==> src/rtl/alu_dot_sequencer.sv <==
// Dot-product sequencer: fetches A/B operand pairs from a synchronous memory,
// drives the external ALU through MUL then ADD per element, and reports the sum.
module alu_dot_sequencer #(
  parameter int DW = 16,
  parameter int AW = 8,
  parameter int LW = 8
) (
  input  logic          clk,
  input  logic          rst_n,
  input  logic          start,
  input  logic [AW-1:0] base_a,
  input  logic [AW-1:0] base_b,
  input  logic [LW-1:0] len,
  output logic          mem_rd,
  output logic [AW-1:0] mem_addr,
  input  logic [DW-1:0] mem_rdata,
  output logic [2:0]    alu_op,
  output logic [DW-1:0] alu_a,
  output logic [DW-1:0] alu_b,
  input  logic [DW-1:0] alu_c,
  output logic          busy,
  output logic          done,
  output logic [DW-1:0] result,
  output logic          ovf
);

  localparam logic [2:0] OP_ADD = 3'd0;
  localparam logic [2:0] OP_ZER = 3'd3;
  localparam logic [2:0] OP_MUL = 3'd4;

  typedef enum logic [2:0] {
    S_IDLE, S_CLR, S_RDA, S_RDB, S_MUL, S_ACC, S_DONE
  } state_t;

  state_t        state_q, state_d;
  logic [AW-1:0] base_a_q, base_a_d;
  logic [AW-1:0] base_b_q, base_b_d;
  logic [LW-1:0] len_q, len_d;
  logic [LW-1:0] idx_q, idx_d;
  logic [DW-1:0] acc_q, acc_d;
  logic [DW-1:0] prod_q, prod_d;
  logic [DW-1:0] a_reg_q, a_reg_d;
  logic [DW-1:0] result_q, result_d;
  logic          ovf_q, ovf_d;
  logic          done_q, done_d;
  logic          busy_q, busy_d;
  logic          mem_rd_q, mem_rd_d;
  logic [AW-1:0] mem_addr_q, mem_addr_d;

  // The ALU only returns the low DW bits, so the carry is rebuilt here.
  function automatic logic add_carry(input logic [DW-1:0] x, input logic [DW-1:0] y);
    logic [DW:0] s;
    s = {1'b0, x} + {1'b0, y};
    return s[DW];
  endfunction

  always_comb begin
    state_d  = state_q;
    base_a_d = base_a_q;
    base_b_d = base_b_q;
    len_d    = len_q;
    idx_d    = idx_q;
    acc_d    = acc_q;
    prod_d   = prod_q;
    a_reg_d  = a_reg_q;
    result_d = result_q;
    ovf_d    = ovf_q;
    alu_op   = OP_ZER;
    alu_a    = '0;
    alu_b    = '0;

    unique case (state_q)
      S_IDLE: begin
        if (start) begin
          base_a_d = base_a;
          base_b_d = base_b;
          len_d    = len;
          idx_d    = '0;
          ovf_d    = 1'b0;
          result_d = '0;
          state_d  = S_CLR;
        end
      end
      S_CLR: begin
        acc_d   = alu_c;
        state_d = (len_q == '0) ? S_DONE : S_RDA;
      end
      S_RDA: state_d = S_RDB;
      S_RDB: begin
        a_reg_d = mem_rdata;
        state_d = S_MUL;
      end
      S_MUL: begin
        alu_op  = OP_MUL;
        alu_a   = a_reg_q;
        alu_b   = mem_rdata;
        prod_d  = alu_c;
        state_d = S_ACC;
      end
      S_ACC: begin
        alu_op = OP_ADD;
        alu_a  = acc_q;
        alu_b  = prod_q;
        acc_d  = alu_c;
        ovf_d  = ovf_q | add_carry(acc_q, prod_q);
        if (idx_q == len_q - LW'(1)) begin
          state_d = S_DONE;
        end else begin
          idx_d   = idx_q + LW'(1);
          state_d = S_RDA;
        end
      end
      S_DONE: begin
        result_d = acc_q;
        state_d  = S_IDLE;
      end
      default: state_d = S_IDLE;
    endcase

    // Strobes are registered from the next state so they line up with it.
    mem_rd_d   = (state_d == S_RDA) || (state_d == S_RDB);
    mem_addr_d = mem_addr_q;
    if (state_d == S_RDA) mem_addr_d = base_a_q + AW'(idx_d);
    if (state_d == S_RDB) mem_addr_d = base_b_q + AW'(idx_q);
    busy_d = (state_d != S_IDLE);
    done_d = (state_d == S_DONE);
  end

  always_ff @(posedge clk or negedge rst_n) begin
    if (!rst_n) begin
      state_q    <= S_IDLE;
      base_a_q   <= '0;
      base_b_q   <= '0;
      len_q      <= '0;
      idx_q      <= '0;
      acc_q      <= '0;
      prod_q     <= '0;
      a_reg_q    <= '0;
      result_q   <= '0;
      ovf_q      <= 1'b0;
      done_q     <= 1'b0;
      busy_q     <= 1'b0;
      mem_rd_q   <= 1'b0;
      mem_addr_q <= '0;
    end else begin
      state_q    <= state_d;
      base_a_q   <= base_a_d;
      base_b_q   <= base_b_d;
      len_q      <= len_d;
      idx_q      <= idx_d;
      acc_q      <= acc_d;
      prod_q     <= prod_d;
      a_reg_q    <= a_reg_d;
      result_q   <= result_d;
      ovf_q      <= ovf_d;
      done_q     <= done_d;
      busy_q     <= busy_d;
      mem_rd_q   <= mem_rd_d;
      mem_addr_q <= mem_addr_d;
    end
  end

  assign mem_rd   = mem_rd_q;
  assign mem_addr = mem_addr_q;
  assign busy     = busy_q;
  assign done     = done_q;
  assign ovf      = ovf_q;
  // Final sum is forwarded during DONE so it is valid alongside the pulse.
  assign result   = (state_q == S_DONE) ? acc_q : result_q;

endmodule

==> config.mk <==
export PLATFORM = sky130hd
export DESIGN_NAME = alu_dot_sequencer
export DESIGN_NICKNAME = d
export VERILOG_FILES = /design/src/rtl/alu_dot_sequencer.sv
export SDC_FILE = /design/constraint.sdc
export NUM_CORES = 1
export LEC_CHECK = 0
export BUFFER_PORTS_ARGS = -buffer_cell sky130_fd_sc_hd__buf_2
export CORE_UTILIZATION = 31
export CTS_BUF_LIST = sky130_fd_sc_hd__clkbuf_8
export CTS_CLUSTER_DIAMETER = 50
export DETAILED_ROUTE_END_ITERATION = 6
export PLACE_DENSITY = 0.61
export SLEW_MARGIN = 20
export SYNTH_ARGS = -nofsm -noshare
export SYNTH_HDL_FRONTEND = slang
export SYNTH_SLANG_ARGS = --single-unit
==> constraint.sdc <==
create_clock -name clk -period 4.9 [get_ports clk]
set_clock_uncertainty 0.2 [all_clocks]
set_input_delay 0.98 -clock clk [delete_from_list [all_inputs] [get_ports clk]]
set_output_delay 0.98 -clock clk [all_outputs]
set_load 0.01 [all_outputs]
==> results of run 1 <==
## area by class of cell
cell class,count,area share
well taps,260,0.0458
multi-input cells,397,0.435
clock inverters,6,0.00828
clock buffers,10,0.0194
inverters,12,0.00634
repair buffers,129,0.0941
flip-flops and latches,111,0.391
## metrics by stage
stage               instances  instance area (um2)  worst slack, ns
detailed placement        909                 6890            0.259
global placement          909                 6890            0.316
CTS                       925                 7090            0.237
floorplan                 553                 6030            0.347
global route              925                 7100           0.0250
finish                    925                 7100            0.264
## power groups by stage
stage | registers (mW) | clock network (mW) | logic [mW]
3_3_place_gp | 1.70 | 0 | 1.92
5_1_grt | 1.76 | 0.608 | 2.17
2_1_floorplan | 1.59 | 0 | 1.46
6_report | 1.69 | 0.553 | 1.92
3_5_place_dp | 1.71 | 0 | 1.94
4_1_cts | 1.69 | 0.578 | 1.96
## registers in the layout (all words and copies together), names as in the netlist
signal,flops
busy,1
state_q,3
prod_q,16
ovf,1
acc_q,16
done,1
base_a_q,8
mem_addr,8
a_reg_q,16
len_q,8
base_b_q,8
idx_q,8
result_q,16
mem_rd,1
## kinds of logic after synthesis
group                      after synthesis  share of synthesized area
and+or+nand+nor                        150                      0.126
AOI/OAI and AO/OA                      123                      0.148
DFF                                    111                      0.460
muxes                                   70                      0.130
buffers and inverters                   45                     0.0328
adders and majority gates               34                     0.0730
xor gates and xnor gates                20                     0.0290
## how the worst max path moves through the flow
stage | endpoint | cells after the start | slack (ns) | start
global route | mem_addr[7] | 15 | 0.02 | len_q[4]
global placement | mem_addr[7] | 15 | 0.32 | len_q[4]
CTS | mem_addr[7] | 15 | 0.24 | len_q[4]
detailed placement | mem_addr[7] | 15 | 0.26 | len_q[4]
floorplan | mem_addr[7] | 17 | 0.35 | len_q[3]
finish | mem_addr[7] | 15 | 0.26 | len_q[4]
## synthesized netlist by cell type (12+ instances only)
library cell	instances
nor2_1	15
clkbuf_1	25
nand2_1	73
a21o_1	13
a21oi_1	20
a22o_1	32
dfrtp_1	111
and2_1	19
mux2_2	68
inv_1	12
o21ai_0	13
ha_1	32
## layout by cell type (no fill, tap or decap), drive strengths merged, types with 10 or more instances in the layout
cell	instances
buf	129
dfrtp	111
nand2	74
mux2	68
a22o	32
ha	32
o21ai	23
a21oi	20
and2	19
inv	16
nor2	15
a21o	13
xor2	11
clkbuf	10
## routing by layer
metal  routed length [um]  up-vias  global-route usage  part of all wire
li1                     -     2198                   -                 -
met1                 6810     2169               0.198              0.47
met2                 7090       92               0.259              0.49
met3                  537        9              0.0297             0.037
met4                  139        0              0.0402            0.0095
met5                    0        -                   0                 0
==> impl_metrics.py, run 1 <==
metrics = {
    "run_status": {
        "status": "complete, no violations",
    },
    "clock_network": {
        "cts.htree.levels": 3,
        "cts_setup_buffers": 0,
        "cts_tree": "done",
        "clkLatencyLatePin_ns": 0.40,
        "cts_hold_buf": 0,
        "path_clk_slew_ns": 0.11,
        "clock_sinks": 111,
        "numCtsBuffers": 9,
        "cts_root_buf": "clkbuf_8",
        "clockBufferDepth": 2,
        "post_cts_resized": 0,
    },
    "routing": {
        "dr.pass1.iters": 4,
        "drc": 0,
        "vias_per_cell": 4.83,
        "ant_nets": 0,
        "routed_wl_um": 14600,
        "wl_per_cell_um": 15.8,
        "drtIter0Drc": 159,
        "via_count": 4468,
    },
    "power_and_ir_drop": {
        "comb_power_share": 0.462,
        "power.leakage_nw": 3.50,
        "powerDensity_nw_per_um2": 586,
        "power_switching_share": 0.401,
        "clock_power_share": 0.133,
        "sequentialPowerShare": 0.406,
        "p_int_mw": 2.49,
        "fin_total_pwr_mw": 4.16,
        "ir_drop_mv": 0.238,
        "p_sw_mw": 1.67,
    },
    "timing": {
        "fin_setup_tns_ns": 0,
        "slew-limit-headroom": 0.332,
        "setup_viol": 0,
        "worstMarginPinSlew_ns": 0.999,
        "max_freq_mhz": 216,
        "drv_slew": 0,
        "rsz0062_at_grt": "no",
        "period_share": 0.946,
        "min_period_ns": 4.64,
        "whs_ns": 0.314,
        "finalHoldViolations": 0,
    },
    "grt": {
        "grt_pass1_wl_um": 23400,
        "overflow": 0,
        "antenna_found_initial": 0,
        "grt_pass1_vias": 4338,
        "grt_max_degree": 50,
        "track_usage": 0.152,
    },
    "placed_design": {
        "dp_hpwl_um": 10500,
        "gp_congestion": 0.783,
        "portBuffers": 121,
    },
    "final_layout": {
        "num_antenna_cells": 0,
        "area.growth.synth_to_final_pct": 17.7,
        "num-fill-cells": 1927,
        "final_util": 0.376,
        "regArea_um2": 2780,
        "num-nets-final": 753,
        "drive_gt1_frac": 0.347,
        "multiInputGateArea_um2": 3090,
    },
    "floorplan": {
        "ios": 122,
        "core_um2": 18900,
        "num_rows": 50,
        "initial_core_util": 0.319,
        "dieArea_um2": 20000,
        "die_h_um": 142,
        "die_w_um": 142,
    },
    "hold_path": {
        "hold_depth": 1,
        "hold_start": "a_reg_q[9]",
        "min_path_type": "flip-flop to flip-flop",
        "whs_endpoint": "a_reg_q[9]",
    },
    "synthesis": {
        "ys_types": 60,
        "yosys_warnings": 0,
        "async_reset_ff_frac": 1.00,
        "synth-main-ff-cell": "dfrtp_1",
        "syn-cell-area_um2": 6030,
        "synth_seq_cells": 111,
        "yosys.area.top_type": "dfrtp_1",
        "synth_area_leaders": "dfrtp_1, mux2_2, ha_1",
        "synth.yosys.seq_area_share": 0.460,
        "synth_cells": 553,
        "synth_top_area_frac": 0.460,
        "synth.avg_cell_area_um2": 10.9,
        "synth_nets": 646,
        "synth_edf_count": 0,
    },
    "setup_path": {
        "cp_max_fo": 15,
        "reg2reg_slack_ns": 0.26,
        "worstSetupEndpointType": "flip-flop",
        "crit_chain": "or4_4, or4_4, a221oi_2, nand2_4, o21bai_1, a32o_1, ha_1, a211oi_1, nor2_1, o21a_1, o41a_1, xor2_1, a21o_1, a211o_1, a31o_1",
        "crit_path_top_delay_cell": "or4_4",
        "critPathMaxStageDelay_ns": 0.57,
        "worstPathRequired_ns": 4.99,
        "cp_common_cell": "or4_4",
        "crit_type": "flip-flop to flip-flop",
        "r2r-end": "mem_addr[7]",
        "crit_family": "compound AO/OA/AOI/OAI gates",
        "critPathArrivalTime_ns": 4.72,
        "start_kind": "flip-flop",
        "crit_buf_inv": 0,
        "r2r-start": "len_q[4]",
        "reg2reg_depth": 15,
    },
    "run": {
        "cap_violations": 0,
    },
}
Power figures use the tool's default switching activity.
==> run 2, diff against run 1 <==
==> constraint.sdc (replaced) <==
create_clock -name clk -period 4.73 [get_ports clk]
set_clock_uncertainty 0.2 [all_clocks]
set_input_delay 0.946 -clock clk [delete_from_list [all_inputs] [get_ports clk]]
set_output_delay 0.946 -clock clk [all_outputs]
set_load 0.01 [all_outputs]
==> run 2 against run 1 <==
Total power is 6.4% higher. Core utilization is 0.34 points higher. Highest routed layer unchanged. Largest cell class unchanged. Critical path type unchanged. Sequential share of layout area is 0.34 points lower. Worst setup slack worse by 0.067 ns.
==> impl_metrics.py, run 2 (synthesized netlist as in run 1, its figures left out) <==
metrics = {
    "setup_path": {
        "critPathArrivalTime_ns": 4.61,
        "critPathMaxStageDelay_ns": 0.58,
        "crit_type": "flip-flop to flip-flop",
        "crit_chain": "or4_4, or4_4, a221oi_4, nand2_2, buf_4, a21oi_1, o21ai_0, o21ai_1, ha_1, o21ai_0, nor2_1, o21a_1, o41a_1, xor2_1, a21o_1, a211o_1, a31o_1",
        "start_kind": "flip-flop",
        "worstPathRequired_ns": 4.80,
        "crit_path_top_delay_cell": "or4_4",
        "worstSetupEndpointType": "flip-flop",
        "cp_max_fo": 11,
    },
    "final_layout": {
        "num_antenna_cells": 0,
        "multiInputGateArea_um2": 3100,
        "layout_common_cells": "buf_2, dfrtp_1, nand2_1",
        "final_cell_count_no_fill": 928,
        "layout_commonest_cell": "buf_2",
        "num-fill-cells": 1937,
        "area.growth.synth_to_final_pct": 18.8,
        "num-nets-final": 756,
        "regArea_um2": 2780,
        "finalInstanceArea_um2": 7170,
        "drive_gt1_frac": 0.352,
    },
    "clock_network": {
        "cts.htree.levels": 3,
        "clockBufferDepth": 2,
        "path_clk_slew_ns": 0.11,
        "clkLatencyLatePin_ns": 0.39,
        "numCtsBuffers": 9,
        "clock_sinks": 111,
        "cts_root_buf": "clkbuf_8",
        "cts_tree": "done",
    },
    "routing": {
        "via_count": 4508,
        "routed_wl_um": 14800,
        "drc": 0,
        "drtIter0Drc": 134,
        "dr.pass1.iters": 4,
        "wl_per_cell_um": 16.0,
        "vias_per_cell": 4.86,
        "ant_nets": 0,
    },
    "grt": {
        "antenna_found_initial": 0,
        "track_usage": 0.158,
        "grt_pass1_wl_um": 24600,
        "overflow": 0,
        "grt_max_degree": 52,
        "grt_pass1_vias": 4638,
    },
    "timing": {
        "rsz0062_at_grt": "no",
        "drv_slew": 0,
        "setup_viol": 0,
        "max_freq_mhz": 221,
        "slew-limit-headroom": 0.305,
        "finalHoldViolations": 0,
        "fin_setup_tns_ns": 0,
        "worstMarginPinSlew_ns": 1.04,
        "min_period_ns": 4.53,
        "period_share": 0.958,
    },
    "floorplan": {
        "initial_core_util": 0.319,
        "core_um2": 18900,
        "die_h_um": 142,
        "ios": 122,
        "num_rows": 50,
        "dieArea_um2": 20000,
        "die_w_um": 142,
    },
    "power_and_ir_drop": {
        "powerDensity_nw_per_um2": 618,
        "fin_total_pwr_mw": 4.43,
        "power.leakage_nw": 3.54,
        "ir_drop_mv": 0.297,
    },
    "run": {
        "cap_violations": 0,
    },
    "placed_design": {
        "portBuffers": 121,
        "dpl_cell_area_um2": 6910,
        "gp_congestion": 0.815,
        "dp_hpwl_um": 10600,
        "placedCellCount": 911,
    },
    "hold_path": {
        "min_path_type": "flip-flop to flip-flop",
    },
    "run_status": {
        "status": "complete, no violations",
    },
}
## run 2: routing by layer
layer	track usage	wire, um
met5	0	0
met4	0.0436	116
met3	0.0317	566
met2	0.274	7380
met1	0.201	6790
## run 2: cell type report
class | count | area share
Clock inverter | 7 | 0.0148
Timing Repair Buffer | 132 | 0.0964
Multi-Input combinational cell | 397 | 0.432
Tap cell | 260 | 0.0454
Inverter | 12 | 0.00629
Sequential cell | 111 | 0.388
Clock buffer | 9 | 0.0173
## run 2: timing repair
item,CTS,global route
setup endpoints to repair,0,1
setup buffers,0,1
hold buffers,0,0
gates resized for setup,0,4
## run 2: path summary, 6_finish.rpt
check / slack, ns / cells past startpoint / startpoint / end
setup / recovery: 0.20 / 17 / len_q[5] / mem_addr[7]
hold / removal: 0.32 / 1 / a_reg_q[6] / a_reg_q[6]
setup reg to reg: 0.20 / 17 / len_q[5] / mem_addr[7]
hold reg to reg: 0.32 / 1 / a_reg_q[6] / a_reg_q[6]
max in group asynchronous: 3.03 / 2 / rst_n / len_q[4]
min in group asynchronous: 0.39 / 1 / rst_n / base_a_q[5]
## run 2: stage by stage
step	hold slack (ns)	setup WS [ns]	util
after detailed placement	0.293	0.181	0.366
after global placement	0.288	0.260	0.366
final	0.317	0.197	0.379
after floorplan	0.280	0.177	-
after global routing	0.334	0.0249	0.379
after CTS	0.321	0.157	0.378
## run 2: worst max-delay path: cells and delay by family, from the launching register on
family                     cells  cell delay, ns
DFF                            1            0.46
buffers and inverters          1            0.19
xor gates and xnor gates       1            0.16
AOI/OAI and AO/OA             10            1.80
and+or+nand+nor                4            1.31
adders and majority gates      1            0.29
## run 2: power by group
part           internal (mW)  switching, mW
Sequential              1.39          0.354
Combinational          0.989           1.04
Clock                  0.306          0.350
Total                   2.69           1.74
==> run 3, diff against run 2 <==
--- a/config.mk
+++ b/config.mk
@@ -10,6 +10,7 @@
 export CTS_BUF_LIST = sky130_fd_sc_hd__clkbuf_8
 export CTS_CLUSTER_DIAMETER = 50
 export DETAILED_ROUTE_END_ITERATION = 6
+export GPL_TIMING_DRIVEN = 0
 export PLACE_DENSITY = 0.61
 export SLEW_MARGIN = 20
 export SYNTH_ARGS = -nofsm -noshare
==> run 3 against run 2 <==
Sequential cell count did not move. Die area did not move. Worst setup slack got worse by 0.040 ns. Core utilization rose by 1.0 points. Hold slack got worse by 0.022 ns. Sequential share of layout area fell by 1.0 points.
==> impl_metrics.py, run 3 (synthesized netlist as in run 1, its figures left out) <==
metrics = {
    "routing": {
        "dr.pass1.iters": 4,
        "routed_wl_um": 16300,
        "wl_per_cell_um": 16.9,
        "ant_nets": 0,
        "via_count": 4681,
        "drc": 0,
        "drtIter0Drc": 204,
        "vias_per_cell": 4.86,
    },
    "clock_network": {
        "cts_hold_buf": 0,
        "cts_tree": "done",
        "cts.htree.levels": 3,
        "clock_sinks": 111,
        "cts_root_buf": "clkbuf_8",
        "numCtsBuffers": 9,
        "path_clk_slew_ns": 0.11,
        "clkLatencyLatePin_ns": 0.39,
        "clockBufferDepth": 2,
    },
    "setup_path": {
        "reg2reg_depth": 14,
        "crit_path_top_delay_cell": "or4_4",
        "r2r-end": "mem_addr[7]",
        "crit_chain": "or4_4, or4_4, a221oi_4, nand2_4, a32o_2, ha_1, a211oi_2, nor2_1, o21a_1, o41a_1, xor2_1, a21o_1, a211o_1, a31o_1",
        "critPathMaxStageDelay_ns": 0.57,
        "path_depth": 14,
        "critPathArrivalTime_ns": 4.65,
        "crit_buf_inv": 0,
        "reg2reg_slack_ns": 0.16,
        "crit_type": "flip-flop to flip-flop",
        "crit_family": "compound AO/OA/AOI/OAI gates",
        "r2r-start": "len_q[4]",
        "cp_common_cell": "or4_4",
        "worstSetupEndpointType": "flip-flop",
        "cp_max_fo": 6,
        "worstPathRequired_ns": 4.81,
        "start_kind": "flip-flop",
    },
    "grt": {
        "use_met2": 0.286,
        "grt_max_degree": 61,
        "track_usage": 0.170,
        "grt.met1_usage": 0.226,
        "grt_pass1_wl_um": 25800,
        "grt_pass1_vias": 4625,
        "antenna_found_initial": 0,
        "met3_usage": 0.0381,
        "overflow": 0,
        "grt_most_used_layer": "met2",
    },
    "timing": {
        "layout_setup_ws_ns": 0.157,
        "period_share": 0.967,
        "min_period_ns": 4.57,
        "setup_viol": 0,
        "whs_ns": 0.295,
        "worstMarginPinSlew_ns": 0.829,
        "slew-limit-headroom": 0.448,
        "fin_setup_tns_ns": 0,
        "drv_slew": 0,
        "max_freq_mhz": 219,
        "finalHoldViolations": 0,
    },
    "floorplan": {
        "dieArea_um2": 20000,
        "die_h_um": 142,
        "initial_core_util": 0.319,
        "core_um2": 18900,
        "die_w_um": 142,
        "ios": 122,
        "num_rows": 50,
    },
    "power_and_ir_drop": {
        "powerDensity_nw_per_um2": 611,
        "ir_drop_mv": 0.322,
        "fin_total_pwr_mw": 4.50,
        "power.leakage_nw": 3.63,
    },
    "final_layout": {
        "finalInstanceArea_um2": 7360,
        "num_antenna_cells": 0,
        "multiInputGateArea_um2": 3120,
        "regArea_um2": 2780,
        "num-nets-final": 791,
        "final_cell_count_no_fill": 963,
        "drive_gt1_frac": 0.354,
        "layout_commonest_cell": "buf_2",
        "layout_common_cells": "buf_2, dfrtp_1, nand2_1",
        "area.growth.synth_to_final_pct": 22.0,
        "final_util": 0.390,
        "num-fill-cells": 1925,
    },
    "placed_design": {
        "dp_hpwl_um": 11700,
        "dpl_cell_area_um2": 7000,
        "place_ws_ns": -0.181,
        "gp_congestion": 0.781,
        "portBuffers": 121,
        "placedCellCount": 935,
    },
    "run_status": {
        "status": "complete, no violations",
    },
    "run": {
        "cap_violations": 0,
    },
    "hold_path": {
        "min_path_type": "primary input to asynchronous set/reset pin",
    },
}
-- run 3: changes by cell type in the layout (fill, tap and decap cells not counted), moves of 2 or more --
cell / change
clkbuf_1: +22
buf_6: +4
buf_1: +2
buf_2: +2
clkbuf_2: +2
clkinvlp_4: +2
inv_6: -2
nor2_1: +2
nor2_4: -2
-- run 3: what timing repair did --
action                                 4_1_cts  5_1_grt
buffers inserted                             3        9
cloned                                       0        1
pin swaps                                    1       10
endpoints found under the hold margin        0        0
setup endpoints to repair                    1        1
resized for setup                            2       17
-- run 3: worst max path at each step --
| stage | from | end | slack, ns |
|---|---|---|---|
| 3_5_place_dp | len_q[3] | mem_addr[7] | -0.18 |
| 2_1_floorplan | len_q[3] | mem_addr[7] | 0.18 |
| 5_1_grt | len_q[4] | mem_addr[7] | -0.03 |
| 6_report | len_q[4] | mem_addr[7] | 0.16 |
| 3_3_place_gp | len_q[3] | mem_addr[7] | -0.17 |
| 4_1_cts | len_q[3] | mem_addr[7] | 0.02 |
-- run 3: cell type report --
type,instances,area share
inverter,12,0.00612
tap,260,0.0442
clock inverter,7,0.0116
buffer,32,0.0206
multi-input combinational,398,0.424
timing repair buffer,134,0.0991
clock buffer,9,0.0168
sequential,111,0.378
-- run 3: routing by layer --
metal  routed length, um  vias up
met5                   0        -
met4                  80        0
met3                 709        6
met2                8040      122
met1                7430     2284
li1                    -     2269
-- run 3: power breakdown --
part	internal [mW]	switching, mW	total [mW]
clock	0.252	0.357	0.610
sequential	1.39	0.332	1.72
combinational	1.05	1.12	2.17
total	2.69	1.81	4.50
